## src/rtl/rv_mem_pkg.sv

```systemverilog
// Shared definitions for the MEM-stage data memory access path.
// Holds the funct3 load/store encodings, the access FSM state type and
// a legality helper so the access unit and any future writeback logic
// agree on which accesses are allowed.
package rv_mem_pkg;

  // funct3 encodings of the load instructions
  typedef enum logic [2:0] {
    LB  = 3'b000,
    LH  = 3'b001,
    LW  = 3'b010,
    LBU = 3'b100,
    LHU = 3'b101
  } load_f3_e;

  // funct3 encodings of the store instructions
  typedef enum logic [2:0] {
    SB = 3'b000,
    SH = 3'b001,
    SW = 3'b010
  } store_f3_e;

  // Access FSM: wait for an access, hold the request, release the pipeline
  typedef enum logic [1:0] {
    IDLE = 2'd0,
    REQ  = 2'd1,
    DONE = 2'd2
  } state_e;

  // Returns 1 when the access size is a known encoding and the byte
  // address is naturally aligned for that size.
  function automatic logic access_legal(input logic       is_load,
                                        input logic [2:0] funct3,
                                        input logic [1:0] offset);
    logic ok;
    ok = 1'b0;
    if (is_load) begin
      case (funct3)
        LB, LBU: ok = 1'b1;
        LH, LHU: ok = ~offset[0];
        LW:      ok = (offset == 2'b00);
        default: ok = 1'b0;
      endcase
    end else begin
      case (funct3)
        SB:      ok = 1'b1;
        SH:      ok = ~offset[0];
        SW:      ok = (offset == 2'b00);
        default: ok = 1'b0;
      endcase
    end
    return ok;
  endfunction

endpackage

```

## src/rtl/datamem_access_unit_if.sv

```systemverilog
// Handshaked data memory bus.
// Ports (signals):
//   mem_req   request valid toward memory
//   mem_we    1 = write, 0 = read
//   mem_addr  word-aligned byte address
//   mem_be    byte enables, one per byte lane
//   mem_wdata lane-aligned store data
//   mem_ready one-cycle accept/complete pulse from memory
//   mem_rdata read word, valid with mem_ready
// master = the access unit, slave = the memory.
interface datamem_access_unit_if #(
  parameter int DATA_W = 32
);

  logic                  mem_req;
  logic                  mem_we;
  logic [DATA_W-1:0]     mem_addr;
  logic [DATA_W/8-1:0]   mem_be;
  logic [DATA_W-1:0]     mem_wdata;
  logic                  mem_ready;
  logic [DATA_W-1:0]     mem_rdata;

  modport master (
    output mem_req, mem_we, mem_addr, mem_be, mem_wdata,
    input  mem_ready, mem_rdata
  );

  modport slave (
    input  mem_req, mem_we, mem_addr, mem_be, mem_wdata,
    output mem_ready, mem_rdata
  );

endinterface

```

## src/rtl/load_extend.sv

```systemverilog
// Combinational load data formatter.
// Picks the addressed byte or half-word out of a read word and sign- or
// zero-extends it according to the load funct3; LW passes the word.
// Ports:
//   rdata  in  32  raw word returned by memory
//   offset in  2   byte offset of the original address
//   funct3 in  3   load funct3
//   ext    out 32  extended load result
module load_extend
  import rv_mem_pkg::*;
(
  input  logic [31:0] rdata,
  input  logic [1:0]  offset,
  input  logic [2:0]  funct3,
  output logic [31:0] ext
);

  logic [7:0]  byte_sel;
  logic [15:0] half_sel;

  // Lane selection first, then extension; halves only ever sit on
  // offset 0 or 2, so offset[1] alone chooses the half.
  always_comb begin
    byte_sel = rdata[{offset, 3'b000} +: 8];
    half_sel = offset[1] ? rdata[31:16] : rdata[15:0];
    ext      = rdata;
    case (funct3)
      LB:      ext = {{24{byte_sel[7]}}, byte_sel};
      LBU:     ext = {24'h000000, byte_sel};
      LH:      ext = {{16{half_sel[15]}}, half_sel};
      LHU:     ext = {16'h0000, half_sel};
      default: ext = rdata;
    endcase
  end

endmodule

```

## src/rtl/datamem_access_unit.sv

```systemverilog
// MEM-stage bridge from decoded load/store controls to a handshaked,
// variable-latency data memory.
// Ports:
//   clk, reset        clock and synchronous active-high reset
//   MemRead/MemWrite  load / store request of the instruction in MEM
//   Funct3            access size and signedness
//   Addr, WrData      byte address and store data (rs2)
//   RdData            extended load result, valid in DONE
//   stall             freeze the pipeline this cycle
//   fault             one-cycle pulse: misaligned, illegal or timed out
//   mem               master side of the memory bus interface
module datamem_access_unit
  import rv_mem_pkg::*;
#(
  parameter int DATA_W  = 32,
  parameter int TIMEOUT = 16
) (
  input  logic                  clk,
  input  logic                  reset,
  input  logic                  MemRead,
  input  logic                  MemWrite,
  input  logic [2:0]            Funct3,
  input  logic [DATA_W-1:0]     Addr,
  input  logic [DATA_W-1:0]     WrData,
  output logic [DATA_W-1:0]     RdData,
  output logic                  stall,
  output logic                  fault,
  datamem_access_unit_if.master mem
);

  localparam int                CNT_W    = $clog2(TIMEOUT);
  localparam logic [CNT_W-1:0]  CNT_LAST = CNT_W'(TIMEOUT - 1);

  state_e               state_q;
  state_e               state_d;
  logic [CNT_W-1:0]     cnt_q;
  logic [1:0]           off_q;
  logic [2:0]           f3_q;
  logic                 we_q;
  logic                 req_q;
  logic [DATA_W-1:0]    addr_q;
  logic [3:0]           be_q;
  logic [DATA_W-1:0]    wdata_q;
  logic [DATA_W-1:0]    rd_q;
  logic                 fault_q;

  logic                 access;
  logic                 legal;
  logic                 start;
  logic                 illegal;
  logic                 timed_out;
  logic [3:0]           be_d;
  logic [DATA_W-1:0]    wdata_d;
  logic [DATA_W-1:0]    ext_data;

  // A well-formed access is exactly one of load/store; asking for both
  // at once is treated as an illegal access rather than picking one.
  assign access    = MemRead ^ MemWrite;
  assign legal     = access_legal(MemRead, Funct3, Addr[1:0]);
  assign start     = access && legal;
  assign illegal   = (access && !legal) || (MemRead && MemWrite);
  assign timed_out = (cnt_q == CNT_LAST);

  assign RdData        = rd_q;
  assign fault         = fault_q;
  assign mem.mem_req   = req_q;
  assign mem.mem_we    = we_q;
  assign mem.mem_addr  = addr_q;
  assign mem.mem_be    = be_q;
  assign mem.mem_wdata = wdata_q;

  // Store lane steering: the data is replicated across every lane and
  // the byte enables pick the lanes memory actually writes. Loads always
  // fetch the whole word and extract the lane on the way back.
  always_comb begin
    be_d    = 4'b1111;
    wdata_d = '0;
    if (MemWrite) begin
      wdata_d = WrData;
      case (Funct3)
        SB: begin
          be_d    = 4'b0001 << Addr[1:0];
          wdata_d = {4{WrData[7:0]}};
        end
        SH: begin
          be_d    = 4'b0011 << {Addr[1], 1'b0};
          wdata_d = {2{WrData[15:0]}};
        end
        default: begin
          be_d    = 4'b1111;
          wdata_d = WrData;
        end
      endcase
    end
  end

  // Load result formatting uses the offset and funct3 captured when the
  // request was issued, since the pipeline inputs may not stay valid.
  load_extend u_load_extend (
    .rdata  (mem.mem_rdata),
    .offset (off_q),
    .funct3 (f3_q),
    .ext    (ext_data)
  );

  // State register.
  always_ff @(posedge clk) begin
    if (reset) begin
      state_q <= IDLE;
    end else begin
      state_q <= state_d;
    end
  end

  // Next state and the combinational stall. The first cycle of a legal
  // access stalls straight from the inputs so the instruction is held
  // before the request register has even been loaded. DONE is a single
  // unstalled cycle that lets the instruction leave MEM, and it never
  // starts a new access because the same instruction is still present.
  always_comb begin
    state_d = state_q;
    stall   = 1'b0;
    case (state_q)
      IDLE: begin
        stall = start;
        if (start) begin
          state_d = REQ;
        end
      end
      REQ: begin
        stall = 1'b1;
        if (mem.mem_ready || timed_out) begin
          state_d = DONE;
        end
      end
      DONE: begin
        state_d = IDLE;
      end
      default: begin
        state_d = IDLE;
      end
    endcase
  end

  // Request, result and fault registers. fault defaults low every cycle
  // so any set below is a single-cycle pulse. A timeout returns zero
  // data so a stale result never reaches writeback.
  always_ff @(posedge clk) begin
    if (reset) begin
      cnt_q   <= '0;
      off_q   <= 2'b00;
      f3_q    <= 3'b000;
      we_q    <= 1'b0;
      req_q   <= 1'b0;
      addr_q  <= '0;
      be_q    <= 4'b0000;
      wdata_q <= '0;
      rd_q    <= '0;
      fault_q <= 1'b0;
    end else begin
      fault_q <= 1'b0;
      case (state_q)
        IDLE: begin
          cnt_q <= '0;
          if (start) begin
            req_q   <= 1'b1;
            we_q    <= MemWrite;
            addr_q  <= {Addr[DATA_W-1:2], 2'b00};
            be_q    <= be_d;
            wdata_q <= wdata_d;
            off_q   <= Addr[1:0];
            f3_q    <= Funct3;
          end else if (illegal) begin
            fault_q <= 1'b1;
            rd_q    <= '0;
          end
        end
        REQ: begin
          if (mem.mem_ready) begin
            req_q <= 1'b0;
            rd_q  <= we_q ? '0 : ext_data;
          end else if (timed_out) begin
            req_q   <= 1'b0;
            rd_q    <= '0;
            fault_q <= 1'b1;
          end else begin
            cnt_q <= cnt_q + 1'b1;
          end
        end
        default: begin
        end
      endcase
    end
  end

endmodule

```

## src/flat_wrapper.sv

```systemverilog
// flat-port wrapper written by rule: the top's interface ports become plain ports
module datamem_access_unit_flat import rv_mem_pkg::*;
#(
  parameter int DATA_W  = 32,
  parameter int TIMEOUT = 16
)
  (clk, reset, MemRead, MemWrite, Funct3, Addr, WrData, RdData, stall, fault, mem_mem_req, mem_mem_we, mem_mem_addr, mem_mem_be, mem_mem_wdata, mem_mem_ready, mem_mem_rdata);
  datamem_access_unit_if #(.DATA_W(DATA_W)) mem_i ();
  input  logic clk;
  input  logic reset;
  input  logic MemRead;
  input  logic MemWrite;
  input  logic [2:0] Funct3;
  input  logic [DATA_W-1:0] Addr;
  input  logic [DATA_W-1:0] WrData;
  output logic [DATA_W-1:0] RdData;
  output logic stall;
  output logic fault;
  output wire logic [$bits(mem_i.mem_req)-1:0] mem_mem_req;
  output wire logic [$bits(mem_i.mem_we)-1:0] mem_mem_we;
  output wire logic [$bits(mem_i.mem_addr)-1:0] mem_mem_addr;
  output wire logic [$bits(mem_i.mem_be)-1:0] mem_mem_be;
  output wire logic [$bits(mem_i.mem_wdata)-1:0] mem_mem_wdata;
  input wire logic [$bits(mem_i.mem_ready)-1:0] mem_mem_ready;
  input wire logic [$bits(mem_i.mem_rdata)-1:0] mem_mem_rdata;
  assign mem_mem_req = mem_i.mem_req;
  assign mem_mem_we = mem_i.mem_we;
  assign mem_mem_addr = mem_i.mem_addr;
  assign mem_mem_be = mem_i.mem_be;
  assign mem_mem_wdata = mem_i.mem_wdata;
  assign mem_i.mem_ready = mem_mem_ready;
  assign mem_i.mem_rdata = mem_mem_rdata;
  datamem_access_unit #(.DATA_W(DATA_W), .TIMEOUT(TIMEOUT)) u_core (.clk(clk), .reset(reset), .MemRead(MemRead), .MemWrite(MemWrite), .Funct3(Funct3), .Addr(Addr), .WrData(WrData), .RdData(RdData), .stall(stall), .fault(fault), .mem(mem_i));
endmodule
```

## config.mk

```make
export PLATFORM = sky130hd
export DESIGN_NAME = datamem_access_unit_flat
export DESIGN_NICKNAME = d
export VERILOG_FILES = /design/src/rtl/rv_mem_pkg.sv /design/src/rtl/datamem_access_unit_if.sv /design/src/rtl/load_extend.sv /design/src/rtl/datamem_access_unit.sv /design/src/flat_wrapper.sv
export SDC_FILE = /design/constraint.sdc
export NUM_CORES = 1
export LEC_CHECK = 0
export ABC_AREA = 1
export BUFFER_PORTS_ARGS = -buffer_cell sky130_fd_sc_hd__buf_2
export CORE_ASPECT_RATIO = 2
export CORE_MARGIN = 8
export CORE_UTILIZATION = 53
export DETAILED_ROUTE_END_ITERATION = 10
export HOLD_SLACK_MARGIN = 0.05
export PLACE_DENSITY = 0.87
export SYNTH_ARGS = -nofsm -noshare
export SYNTH_HDL_FRONTEND = slang
export SYNTH_SLANG_ARGS = --single-unit
export TNS_END_PERCENT = 10
```

## constraint.sdc

```tcl
create_clock -name clk -period 3 [get_ports clk]
set_input_delay 0.3 -clock clk [delete_from_list [all_inputs] [get_ports clk]]
set_output_delay 0.3 -clock clk [all_outputs]
set_load 0.02 [all_outputs]
```

==> results of run 1 <==
==> stage by stage <==
step,std cells,hold WS (ns)
after floorplan,794,0.435
after global placement,1089,0.450
after detailed placement,1089,0.453
after CTS,1105,0.171
after global routing,1105,0.171
final,1105,0.172
==> layer usage <==
metal | up-vias | wire length, µm | global-route usage [%] | part of all wire [%]
met4 | 0 | 714 | 12.7 | 4.1
met1 | 2635 | 6020 | 24.8 | 34
met5 | - | 0 | 0 | 0
met2 | 251 | 9550 | 48.2 | 54
met3 | 48 | 1260 | 5.90 | 7.2
li1 | 2917 | - | - | -
==> cell families after synthesis <==
logic type	share of synthesized area (%)
DFF	42.4
AOI/OAI and AO/OA	16.4
buffers and inverters	7.84
adders and majority gates	0.474
and+or+nand+nor	32.4
xor gates and xnor gates	0.332
other	0.0710
==> power by group through the flow <==
stage	combinational [mW]	clock, mW	sequential (mW)
4_1_cts	0.672	1.27	1.60
2_1_floorplan	0.370	0	1.70
3_5_place_dp	0.669	0	1.63
6_report	0.672	1.27	1.60
3_3_place_gp	0.662	0	1.63
5_1_grt	0.743	1.34	1.61
==> final cells by class <==
class | count | area share (%)
clock buffers | 11 | 3.81
clock inverters | 5 | 0.925
inverters | 45 | 2.55
multi-input cells | 584 | 39.7
flip-flops and latches | 112 | 33.8
well taps | 132 | 2.49
repair buffers | 216 | 16.7
==> critical path, stage by stage (launching register included) <==
cell and delay, ns:
dfxtp_1 0.87, nor2_4 0.07, inv_1 0.23, nor2_1 0.08, nand2_2 0.19, nand3_4 0.23, nand2_1 0.13, a21oi_1 0.07
==> Yosys cell counts <==
library cell,number
inv_2,2
clkbuf_1,27
buf_4,3
o21ai_1,7
nand2_2,1
ha_1,2
xor2_1,2
a21oi_2,2
dfxtp_1,112
a21oi_1,87
nor2_4,1
o211ai_1,9
nand3_1,76
buf_6,1
nor3_1,1
a211oi_1,1
nor3_4,1
conb_1,1
clkbuf_2,2
nand4_1,2
nand3_2,1
o21ai_0,59
o21ai_2,1
nor2_1,148
buf_2,20
nand2_1,171
clkinv_1,1
or2_2,9
nand3_4,1
inv_1,42
==> how the worst max path moves through the flow <==
stage               slack (ns)  depth (start not counted)                       end      startpoint
floorplan                 1.37                          6                     stall         MemRead
global placement          0.91                         10  u_core.mem.mem_wdata[26]       Funct3[1]
detailed placement        0.83                         10  u_core.mem.mem_wdata[26]       Funct3[1]
CTS                       1.02                          7         u_core.RdData[31]  u_core.f3_q[1]
global route              0.80                          7         u_core.RdData[16]  u_core.f3_q[1]
finish                    0.98                          7         u_core.RdData[25]  u_core.f3_q[1]
==> state kept, by name, summed over array words and instances, names as in the netlist <==
name,cells
u_core.state_q,2
u_core.RdData,32
u_core.mem.mem_addr,30
u_core.off_q,2
u_core.mem.mem_req,1
u_core.cnt_q,4
u_core.mem.mem_we,1
u_core.mem.mem_wdata,32
u_core.f3_q,3
u_core.mem.mem_be,4
u_core.fault,1
==> impl_metrics.tcl, run 1 <==
set metrics [dict create \
    cts-root-buf "clkbuf_16" \
    pwr-share-comb_pct 19.0 \
    critPathLaunchType "register" \
    antenna_found_initial 0 \
    worstReg2RegEnd "u_core.RdData[25]" \
    fp.dieArea_um2 13600 \
    first_pass_iters 4 \
    r2r_cells 7 \
    final_core_util_pct 68.3 \
    io_pins 208 \
    yosys.area.top_type_share_pct 42.4 \
    grt_pass1_vias 5645 \
    area_growth_pct 25.5 \
    drc 0 \
    max-slew-margin-rel_pct 37.6 \
    clk_pin_slew_ns 0.07 \
    critPathRequiredTime_ns 3.20 \
    ys_ff_latch 112 \
    synth-seq-area-share_pct 42.4 \
    r2r-start "u_core.f3_q[1]" \
    cts_tree "done" \
    rows 51 \
    post-synth-top-area-cell "dfxtp_1" \
    hp-class "primary input to register" \
    ys_top_cells_by_area "dfxtp_1 42%, nand2_1 12%, nor2_1 11%, a21oi_1 8.2%, nand3_1 7.2%" \
    multi_input_area_um2 2630 \
    rsz0062_at_grt "false" \
    regArea_um2 2240 \
    crit_path_end_kind "register" \
    vias_per_cell 5.30 \
    p_per_area_nw_per_um2 534 \
    grt_overflow 0 \
    syn_inst 793 \
    total_power_mw 3.54 \
    worstHoldStart "Addr[13]" \
    start_util_pct 54.5 \
    synthDistinctLibCells 30 \
    r2r_setup_slack_ns 0.98 \
    ctsResizeCount 0 \
    drive_above_1_share_pct 25.8 \
    finalCriticalPeriod_ns 2.02 \
    fin_worst_skew_ns 0.00964 \
    clock_latency_ns 0.35 \
    min_to "u_core.mem.mem_addr[13]" \
    wl_per_cell_um 15.9 \
    routed_wl_um 17500 \
    layout.nets 1074 \
    cts_made_buffers 9 \
    slew_violations 0 \
    p_sw_mw 1.06 \
    track_usage_pct 25.6 \
    diodes 0 \
    die_x_um 86.6 \
    grt_pass1_wl_um 27700 \
    post_cts_buffers 0 \
    switching_share_pct 30.1 \
    ys_warn_count 0 \
    p_int_mw 2.47 \
    cts.path.max_buffers 2 \
    fin_setup_tns_ns 0 \
    dpl.hpwl_um 13200 \
    maxCapViolCount 0 \
    worstPathArrival_ns 2.22 \
    dr.first_iter.drc_count 384 \
    place_ws_ns 0.828 \
    layout_common_cells "205 x buf_2, 171 x nand2_1, 148 x nor2_1" \
    ant_nets 0 \
    num_vias 5851 \
    avgSynthCellArea_um2 6.66 \
    ctsHoldBuffers 0 \
    fmax_ghz 0.495 \
    crit_fanout 19 \
    syn-cell-area_um2 5280 \
    io_buffers 205 \
    clkPwrFrac_pct 35.8 \
    stdcell_area_um2 6630 \
    p_leak_nw 3.31 \
    n_fill_cell 907 \
    finalSetupViolations 0 \
    status "finished clean" \
    seqPwrFrac_pct 45.2 \
    die_height_um 157 \
    crit_type "register to register" \
    worst_slack_ns 0.978 \
    final_common_cell "buf_2" \
    hold_viol_final 0 \
    worst_slew_pin_slew_ns 0.934 \
    min_period_over_period_pct 67.4 \
    place_congestion 0.926 \
    core-area_um2 9700 \
    hold-path-cell-count 3 \
    placed_cell_area_um2 6310 \
    cts-htree-levels 3 \
    cts_sinks 112 \
    grt_max_degree 74 \
    peakVddDrop_mv 0.368 \
]
No activity file was read; power rests on OpenSTA's default activity.
==> inputs of run 2 (changes only) <==
--- a/config.mk
+++ b/config.mk
@@ -9,10 +9,10 @@
 export BUFFER_PORTS_ARGS = -buffer_cell sky130_fd_sc_hd__buf_2
 export CORE_ASPECT_RATIO = 2
 export CORE_MARGIN = 8
-export CORE_UTILIZATION = 53
+export CORE_UTILIZATION = 44
 export DETAILED_ROUTE_END_ITERATION = 10
 export HOLD_SLACK_MARGIN = 0.05
-export PLACE_DENSITY = 0.87
+export PLACE_DENSITY = 0.77
 export SYNTH_ARGS = -nofsm -noshare
 export SYNTH_HDL_FRONTEND = slang
 export SYNTH_SLANG_ARGS = --single-unit
==> constraint.sdc (replaced) <==
create_clock -name clk -period 1.7 [get_ports clk]
set_input_delay 0.17 -clock clk [delete_from_list [all_inputs] [get_ports clk]]
set_output_delay 0.17 -clock clk [all_outputs]
set_load 0.02 [all_outputs]
==> run 2 against run 1 <==
Against the previous run:
- fmax increased by 29%
- clock power increased by 61%
- clock-buffer cell count decreased by 1
- non-clock buffer count increased by 41
- setup slack got worse by 0.85 ns
- largest power group unchanged
==> impl_metrics.tcl, run 2 (synthesis results as in run 1) <==
set metrics [dict create \
    worst_slack_ns 0.129 \
    post_cts_buffers 0 \
    drc 0 \
    worstReg2RegEnd "u_core.RdData[8]" \
    min_period_over_period_pct 92.4 \
    first_pass_iters 5 \
    cts_made_buffers 9 \
    worstPathArrival_ns 1.84 \
    grt_max_degree 53 \
    num_vias 6015 \
    worstHoldStart "Addr[26]" \
    r2r-start "u_core.cnt_q[0]" \
    dp_cells 1117 \
    dpl.hpwl_um 13800 \
    start_util_pct 45.1 \
    io_pins 208 \
    slew_violations 0 \
    grt_pass1_vias 5940 \
    finalCriticalPeriod_ns 1.57 \
    cts-root-buf "clkbuf_16" \
    cts_tree "done" \
    io_buffers 205 \
    maxCapViolCount 0 \
    p_leak_nw 3.50 \
    critPathRequiredTime_ns 1.97 \
    hold_viol_final 0 \
    rsz0062_at_grt "true" \
    drive_above_1_share_pct 26.4 \
    cts-htree-levels 3 \
    fmax_ghz 0.637 \
    hp-class "primary input to register" \
    dr.first_iter.drc_count 332 \
    vias_per_cell 5.18 \
    stdcell_count 1161 \
    finalSetupViolations 0 \
    ant_nets 0 \
    r2r_cells 7 \
    area_growth_pct 33.6 \
    p_per_area_nw_per_um2 876 \
    fp.dieArea_um2 16000 \
    clk_pin_slew_ns 0.08 \
    status "finished clean" \
    cts_sinks 112 \
    track_usage_pct 22.6 \
    place_ws_ns 0.112 \
    die_x_um 93.5 \
    antenna_found_initial 3 \
    wl_per_cell_um 15.8 \
    crit_fanout 31 \
    min_to "u_core.mem.mem_addr[26]" \
    final_common_cell "buf_2" \
    crit_path_end_kind "register" \
    total_power_mw 6.18 \
    hold_ws_ns 0.0656 \
    fin_worst_skew_ns 0.00627 \
    peakVddDrop_mv 0.518 \
    hold-path-cell-count 3 \
    layout.nets 1115 \
    cts.path.max_buffers 2 \
    routed_wl_um 18300 \
    r2r_setup_slack_ns 0.13 \
    critPathLaunchType "register" \
    place_congestion 0.929 \
    die_height_um 171 \
    layout_common_cells "205 x buf_2, 170 x nand2_1, 148 x nor2_1" \
    crit_type "register to register" \
    grt_pass1_wl_um 28700 \
    grt_overflow 0 \
    rows 56 \
    core-area_um2 11700 \
    clock_latency_ns 0.34 \
]
## run 2: worst max path at each step
| stage | start | endpoint | slack (ns) | cells past startpoint |
|---|---|---|---|---|
| 3_5_place_dp | MemWrite | u_core.mem.mem_be[2] | 0.11 | 7 |
| 4_1_cts | u_core.cnt_q[0] | u_core.cnt_q[0] | 0.11 | 7 |
| 5_1_grt | u_core.cnt_q[0] | u_core.RdData[8] | -0.006 | 7 |
| 2_1_floorplan | u_core.cnt_q[0] | u_core.RdData[0] | 0.25 | 7 |
| 3_3_place_gp | u_core.cnt_q[0] | u_core.cnt_q[0] | 0.13 | 7 |
| 6_report | u_core.cnt_q[0] | u_core.RdData[8] | 0.13 | 7 |
## run 2: repair_timing
item / in CTS / in global routing
gates resized for setup: 0 / 2
hold buffers: 26 / 0
endpoints found under the setup margin: 0 / 24
endpoints found under the hold margin: 26 / 0
## run 2: power breakdown
part           switching (mW)  internal, mW
sequential             0.0669          2.75
combinational           0.843         0.485
clock                   0.995          1.04
## run 2: cell type report
cell class | instances | area (µm²)
Sequential cell | 112 | 2240
Inverter | 45 | 169
Clock inverter | 5 | 41.3
Fill cell | 1127 | 4640
Multi-Input combinational cell | 584 | 2630
Clock buffer | 10 | 239
Timing Repair Buffer | 257 | 1540
Antenna cell | 3 | 7.51
Tap cell | 145 | 181
## run 2: per-layer routing
metal	up-vias	share of wire (%)	track usage [%]
met4	0	5.7	15.0
met5	-	0	0
met1	2716	35	21.2
met3	61	6.3	4.87
li1	3000	-	-
met2	238	53	41.9
## run 2: worst max-delay path, cell delays in order (launching register included)
cell and delay [ns]:
dfxtp_1 0.33, ha_1 0.24, nand3_1 0.17, nand2_1 0.07
nand2_1 0.21, buf_12 0.23, nand3_1 0.09, a21oi_1 0.14
## run 2: per-stage QoR
step / area (µm²) / setup TNS, ns / utilization (%)
after floorplan: 5290 / 0 / -
after global placement: 6510 / 0 / 55.6
after detailed placement: 6510 / 0 / 55.6
after CTS: 7050 / 0 / 60.2
after global routing: 7060 / -0.00580 / 60.3
final: 7060 / 0 / 60.3
==> inputs of run 3 (changes only) <==
--- a/config.mk
+++ b/config.mk
@@ -7,7 +7,7 @@
 export LEC_CHECK = 0
 export ABC_AREA = 1
 export BUFFER_PORTS_ARGS = -buffer_cell sky130_fd_sc_hd__buf_2
-export CORE_ASPECT_RATIO = 2
+export CORE_ASPECT_RATIO = 1.25
 export CORE_MARGIN = 8
 export CORE_UTILIZATION = 44
 export DETAILED_ROUTE_END_ITERATION = 10
==> run 3 against run 2 <==
Against the previous run:
- cell area up 0.90%
- clock power up 9%
- cell count up 1.4%
- flip-flop and latch count unchanged
- clock-buffer cell count down 1
- utilization up 0.70 points
- sequential share of layout area down 0.28 points
- clock skew down 0.00094 ns
- largest power group unchanged
- highest routed layer unchanged
==> impl_metrics.tcl, run 3 (synthesis results as in run 1) <==
set metrics [dict create \
    cts-root-buf "clkbuf_16" \
    finalCriticalPeriod_ns 1.53 \
    die_height_um 139 \
    placed_cell_area_um2 6530 \
    p_leak_nw 3.52 \
    dr.first_iter.drc_count 467 \
    n_fill_cell 1113 \
    io_buffers 205 \
    cts_made_buffers 9 \
    critPathRequiredTime_ns 1.93 \
    clk_pin_slew_ns 0.08 \
    stdcell_area_um2 7120 \
    area_growth_pct 34.8 \
    cts.path.max_buffers 2 \
    regArea_um2 2240 \
    critPathLaunch "u_core.off_q[0]" \
    grt_pass1_wl_um 28700 \
    crit_path_end_kind "register" \
    ant_nets 0 \
    routed_wl_um 17700 \
    wl_per_cell_um 15.0 \
    dp_cells 1132 \
    grt_max_degree 74 \
    core-area_um2 11700 \
    stdcell_count 1177 \
    drc 0 \
    critPathLaunchType "register" \
    antenna_found_initial 2 \
    min_period_over_period_pct 90.0 \
    hold-path-cell-count 3 \
    rows 44 \
    fp.dieArea_um2 15800 \
    grt_overflow 0 \
    fmax_ghz 0.654 \
    maxCapViolCount 0 \
    met3WireLength_um 1580 \
    final_core_util_pct 61.0 \
    start_util_pct 45.3 \
    rsz0062_at_grt "false" \
    fin_worst_skew_ns 0.00533 \
    hp-class "primary input to register" \
    num_vias 6023 \
    worstPathArrival_ns 1.76 \
    final_common_cell "buf_2" \
    p_per_area_nw_per_um2 892 \
    status "finished clean" \
    top_layer "met4" \
    layout.nets 1115 \
    cts_tree "done" \
    multi_input_area_um2 2630 \
    m1WireLength_um 6880 \
    first_pass_iters 5 \
    vias_per_cell 5.12 \
    peakVddDrop_mv 0.517 \
    io_pins 208 \
    dpl.hpwl_um 12800 \
    finalSetupViolations 0 \
    drive_above_1_share_pct 26.2 \
    fin_setup_tns_ns 0 \
    crit_type "register to register" \
    r2r-start "u_core.off_q[0]" \
    r2r_cells 8 \
    cts-htree-levels 3 \
    layout_common_cells "205 x buf_2, 171 x nand2_1, 148 x nor2_1" \
    wl_met2_um 8670 \
    r2r_setup_slack_ns 0.17 \
    slew_violations 0 \
    hold_viol_final 0 \
    crit_fanout 16 \
    die_x_um 114 \
    crit_end "u_core.RdData[16]" \
    track_usage_pct 22.1 \
    cts_sinks 112 \
    place_congestion 0.948 \
    clock_latency_ns 0.35 \
    worstReg2RegEnd "u_core.RdData[16]" \
    grt_pass1_vias 5926 \
]
[run 3: cell type report]
type | instances | share of cell area [%]
multi-input combinational | 584 | 36.9
sequential | 112 | 31.5
timing repair buffer | 257 | 21.9
clock buffer | 9 | 3.16
tap | 161 | 2.83
inverter | 45 | 2.37
clock inverter | 7 | 1.25
antenna | 2 | 0.0703
[run 3: layer usage]
layer	track usage [%]	vias to the layer above
met1	24.3	2753
met3	6.93	39
met4	10.1	0
met5	0	-
met2	37.9	236
li1	-	2995
[run 3: worst min-delay path by stage]
stage | startpoint | to
2_1_floorplan | Addr[2] | u_core.mem.mem_addr[2]
3_3_place_gp | Addr[3] | u_core.mem.mem_addr[3]
3_5_place_dp | Addr[28] | u_core.mem.mem_addr[28]
4_1_cts | Addr[4] | u_core.mem.mem_addr[4]
5_1_grt | Addr[17] | u_core.mem.mem_addr[17]
6_report | Addr[4] | u_core.mem.mem_addr[4]
[run 3: critical path: stages (launching register included)]
cell,delay (ns)
dfxtp_2,0.38
inv_1,0.18
nand2_1,0.07
nand3_1,0.08
nand2_1,0.08
nand2_2,0.19
nand3_4,0.23
nand2_1,0.13
a21oi_1,0.07
[run 3: power breakdown]
part / switching, mW / leakage (nW) / internal, mW
clock: 1.05 / 0.155 / 1.18
sequential: 0.0709 / 0.910 / 2.75
combinational: 0.830 / 2.46 / 0.482
[run 3: stage by stage]
step | worst slack, ns | hold slack [ns] | power, mW
floorplan | 0.250 | 0.305 | 3.65
global placement | 0.143 | 0.388 | 4.12
detailed placement | 0.0725 | 0.397 | 4.13
CTS | 0.0535 | 0.0514 | 6.39
global route | 0.0476 | 0.0932 | 6.65
finish | 0.171 | 0.0619 | 6.36
[run 3: timing repair]
action	CTS	global route
resized for setup	0	1
hold endpoints to repair	27	0
hold buffers	27	0
setup buffers	0	0
setup endpoints to repair	0	16
